$ cat src/rtl/aes_word_sequencer.sv
// Stream adapter for an iterative 128-bit AES core: gathers 4 key + 4 plaintext words,
// pulses encrypt, waits (bounded) for done, then returns the ciphertext as 4 words.
module aes_word_sequencer #(
    parameter int unsigned TIMEOUT_CYCLES = 64,
    parameter int unsigned CNT_W          = 7
) (
    input  logic         clock,
    input  logic         reset,
    input  logic [31:0]  in_data,
    input  logic         in_valid,
    output logic         in_ready,
    output logic [31:0]  out_data,
    output logic         out_valid,
    input  logic         out_ready,
    output logic         out_last,
    output logic         aes_encrypt,
    output logic [127:0] aes_key,
    output logic [127:0] aes_plain_text,
    input  logic         aes_done,
    input  logic [127:0] aes_dout,
    output logic         busy,
    output logic         timeout_err
);

    typedef enum logic [1:0] {StLoad, StStart, StWait, StUnload} state_e;

    localparam logic [CNT_W-1:0] WaitLast = CNT_W'(TIMEOUT_CYCLES - 1);

    state_e       state_q;
    logic [2:0]   wcnt_q;
    logic [1:0]   ocnt_q;
    logic [CNT_W-1:0] wait_q;
    logic         done_q;
    logic [127:0] result_q;
    logic         timeout_q;
    logic         accept;
    logic         done_rise;

    assign in_ready    = (state_q == StLoad);
    assign accept      = in_valid & in_ready;
    assign done_rise   = aes_done & ~done_q;

    assign aes_encrypt = (state_q == StStart);
    assign busy        = (state_q == StStart) || (state_q == StWait);
    assign out_valid   = (state_q == StUnload);
    assign out_last    = (state_q == StUnload) && (ocnt_q == 2'd3);
    // Big-endian: word 0 is the most significant 32 bits.
    assign out_data    = result_q[{~ocnt_q, 5'd0} +: 32];
    assign timeout_err = timeout_q;

    always_ff @(posedge clock or posedge reset) begin
        if (reset) begin
            state_q        <= StLoad;
            wcnt_q         <= '0;
            ocnt_q         <= '0;
            wait_q         <= '0;
            done_q         <= 1'b0;
            result_q       <= '0;
            timeout_q      <= 1'b0;
            aes_key        <= '0;
            aes_plain_text <= '0;
        end else begin
            done_q <= aes_done;
            unique case (state_q)
                StLoad: begin
                    if (accept) begin
                        timeout_q <= 1'b0;
                        if (!wcnt_q[2]) begin
                            aes_key[{~wcnt_q[1:0], 5'd0} +: 32] <= in_data;
                        end else begin
                            aes_plain_text[{~wcnt_q[1:0], 5'd0} +: 32] <= in_data;
                        end
                        // Wraps back to 0 after word 7.
                        wcnt_q <= wcnt_q + 3'd1;
                        if (wcnt_q == 3'd7) begin
                            state_q <= StStart;
                        end
                    end
                end
                StStart: begin
                    wait_q  <= '0;
                    state_q <= StWait;
                end
                StWait: begin
                    // A rising done beats an expiring counter in the same cycle.
                    if (done_rise) begin
                        result_q <= aes_dout;
                        ocnt_q   <= '0;
                        state_q  <= StUnload;
                    end else if (wait_q == WaitLast) begin
                        timeout_q <= 1'b1;
                        wcnt_q    <= '0;
                        state_q   <= StLoad;
                    end else begin
                        wait_q <= wait_q + CNT_W'(1);
                    end
                end
                StUnload: begin
                    if (out_ready) begin
                        ocnt_q <= ocnt_q + 2'd1;
                        if (ocnt_q == 2'd3) begin
                            state_q <= StLoad;
                        end
                    end
                end
                default: state_q <= StLoad;
            endcase
        end
    end

endmodule
$ cat config.mk
export PLATFORM = sky130hd
export DESIGN_NAME = aes_word_sequencer
export DESIGN_NICKNAME = d
export VERILOG_FILES = /design/src/rtl/aes_word_sequencer.sv
export SDC_FILE = /design/constraint.sdc
export NUM_CORES = 1
export LEC_CHECK = 0
export CAP_MARGIN = 10
export CORE_ASPECT_RATIO = 1.1
export CORE_MARGIN = 2
export CORE_UTILIZATION = 45
export CTS_CLUSTER_SIZE = 30
export DETAILED_ROUTE_END_ITERATION = 12
export MAX_ROUTING_LAYER = met4
export PLACE_DENSITY_LB_ADDON = 0.05
export SLEW_MARGIN = 20
export SYNTH_ARGS = -nofsm -noshare
export SYNTH_HDL_FRONTEND = slang
export SYNTH_SLANG_ARGS = --single-unit
$ cat constraint.sdc
create_clock -name clock -period 29.3 [get_ports clock]
set_clock_uncertainty 0.1 [all_clocks]
set_input_delay 2.93 -clock clock [delete_from_list [all_inputs] [get_ports clock]]
set_output_delay 2.93 -clock clock [all_outputs]
set_load 0.02 [all_outputs]
==> results.toml <==
[run_status]
status = "finished clean"

[clocking]
cts_buffers = 41
cts_root_buffer = "clkbuf_16"
clk_pin_slew_ns = 0.06
post_cts_resized = 0
cts_num_sinks = 400
post_cts_buffers = 0
cts_tree = "yes"
hold_buffers = 0
clk_latency_ns = 0.54
clk_path_buf_depth = 3
htreeDepth = 2

[global_route]
grt_pass1_vias = 11830
grt_overflow_total = 0
antenna_found_initial = 1
grt_max_degree = 127
grt_pass1_wl_um = 70290
grt_use_total_pct = 25.74

[logic_synthesis]
synth_compound_area_share_pct = 9.254
synth-edff-count = 0
synth_ff_type = "dfrtp_1"
yosysSeqAreaShare_pct = 63.06
synth_cells = 1372
async_flop_share_pct = 100.0
synthAdderAreaFrac_pct = 0.8671
synth.distinct_cells = 36
synthXorXnorAreaFrac_pct = 0
yosysWarnings = 0
synth_seq_cells = 400
synth.cell_area_mm2 = 0.01587
syn_nets = 1548
synth_top_family_by_area = "multiplexers"
synthMuxAreaShare_pct = 13.82
yosys.area_share.simple_pct = 10.41
syn_avg_cell_area_um2 = 11.57

[critical_path]
slowest_stage = "clkdlybuf4s50_1"
worst-path-buf-inv = 2
worstPathCellList = "buf_4 -> mux4_2 -> clkdlybuf4s50_1"
critPathMaxStageDelay_ns = 0.60
reg2reg_to = "result_q[108]"
end_kind = "output pin"
cp.arrival_ns = 2.67
reg2reg_depth = 5
cp.required_ns = 26.27
critPathLaunchType = "flip-flop"
r2r_start = "state_q[0]"
cpLargestDelayFamily = "buffers and inverters"
critPathKind = "flip-flop to output pin"
r2r_setup_slack_ns = 26.24
cp_max_fo = 35

[sta]
period_share_pct = 19.44
max_freq_mhz = 175.5
slew-limit-headroom_pct = 30.57
post-route-min-period_ns = 5.697
hold_viol = 0
setup_violations = 0
grt_setup_unrepaired = "no"
hold_slack_ns = 0.3746
fin_tns_setup_ns = 0
worst_pin_slew_ns = 1.039
slew_violations = 0

[power]
clock_power_share_pct = 21.9
ir_worst_vdd_mv = 0.05540
power_density_mw_per_mm2 = 105.3
p_leak_uw = 0.009400
combPwrFrac_pct = 41.5
internal_power_uw = 1504
seq_power_share_pct = 36.6
p_sw_uw = 826.2
switching_share_pct = 35.45

[floorplan]
die_h_um = 201.0
initial_utilization_pct = 45.41
dieArea_mm2 = 0.03679
core_mm2 = 0.03495
ios = 459
die_w_um = 183.1
row_count = 72

[min_path]
hold_class = "flip-flop to flip-flop"
worstHoldStart = "aes_key[66]"
hold_path_depth = 2
min_to = "aes_key[66]"

[route]
wl_per_cell_um = 20.06
routed_wirelength_um = 45730
drtIter0Drc = 703
drt_pass1_iterations = 7
via_per_inst = 5.177
drc = 0
routed-via-count = 11800
ant_nets = 0

[layout]
drive_above_1_share_pct = 13.64
nets = 1981
finalInstanceArea_mm2 = 0.02214
area_growth_pct = 39.48

[job]
cap_viol_max_count = 0

[place]
io_buffers = 458
placed_cell_area_mm2 = 0.02083
place_congestion = 0.8438
dp_hpwl_um = 32200
[Yosys cell counts (3+ instances only)]
master	n	area share (%)
nand4_1	4	0.16
nand2_1	394	9.3
o21ai_0	241	7.6
clkbuf_1	54	1.3
ha_1	11	0.87
inv_1	10	0.24
mux4_2	32	4.5
a22o_1	4	0.22
o21ai_1	20	0.63
nand3_1	6	0.19
o31ai_1	5	0.24
dfrtp_1	400	63
mux2_2	129	9.2
buf_2	32	1.0
o211ai_1	3	0.14
nand3_2	3	0.19
[logic make-up after synthesis]
| kind of cell | after synthesis |
|---|---|
| flops | 400 |
| simple gates | 419 |
| compound gates | 281 |
| buf+inv | 98 |
| mux | 163 |
| fa+ha+maj | 11 |
[routing by layer]
layer,track usage (%),vias up,routed length [µm]
li1,-,5554,-
met5,-,-,0
met3,8.491,84,4188
met2,40.10,413,21860
met4,9.171,0,1664
met1,31.53,5748,18010
[power by group through the flow]
stage	sequential (µW)	combinational, µW	clock, µW
floorplan	961	416	0
global placement	853	962	0
detailed placement	862	972	0
CTS	854	978	523
global route	877	1040	546
finish	852	967	511
[registers in the layout, indices dropped and copies added, names as in the netlist]
name            count
aes_key           128
aes_plain_text    128
result_q          128
wait_q              7
wcnt_q              3
ocnt_q              2
state_q             2
done_q              1
timeout_err         1
[cell type report]
type	count	area [µm²]
multi-input cells	874	5484
clock buffers	63	1211
clock inverters	8	93.84
well taps	444	555.5
flip-flops and latches	400	10010
diodes	2	5.005
fillers	2856	12810
inverters	11	48.80
repair buffers	477	4731
[metrics by stage]
stage                     utilization (%)  setup WS [ns]  power, µW  std cells
final                               63.34          23.60       2330       2279
after global routing                63.33          23.45       2461       2278
after floorplan                         -          15.15       1377       1372
after global placement              59.58          23.23       1815       2206
after CTS                           63.32          23.51       2354       2277
after detailed placement            59.58          23.20       1834       2206
[worst register-to-register path, stage by stage (launching register included)]
cell	delay (ns)
dfrtp_1	0.39
inv_1	0.11
ha_1	0.35
nand2_4	0.61
buf_4	0.88
mux2_2	0.49
[cells in the final DEF (no fill, tap or decap), drive strengths merged]
master / count
a21oi: 2
a22o: 4
a22oi: 1
a31o: 1
and2: 1
and2b: 1
buf: 19
bufinv: 2
clkbuf: 63
clkdlybuf4s50: 458
clkinv: 5
dfrtp: 400
diode: 2
ha: 11
inv: 12
mux2: 129
mux2i: 2
mux4: 32
nand2: 394
nand2b: 1
nand3: 9
nand3b: 1
nand4: 4
nand4b: 1
nor2: 2
nor2b: 1
nor3: 1
nor3b: 2
o211ai: 3
o21ai: 261
o22ai: 1
o311a: 1
o311ai: 2
o31ai: 5
or4: 1
[worst max path at each step]
stage | end | slack [ns] | start | cells after the start
floorplan | aes_key[0] | 15.15 | reset | 1
global placement | aes_key[73] | 23.23 | reset | 4
detailed placement | result_q[10] | 23.20 | reset | 4
CTS | out_data[20] | 23.51 | ocnt_q[0] | 3
global route | out_data[20] | 23.45 | ocnt_q[0] | 3
finish | out_data[18] | 23.60 | ocnt_q[0] | 3
No activity file was read; power rests on OpenSTA's default activity.
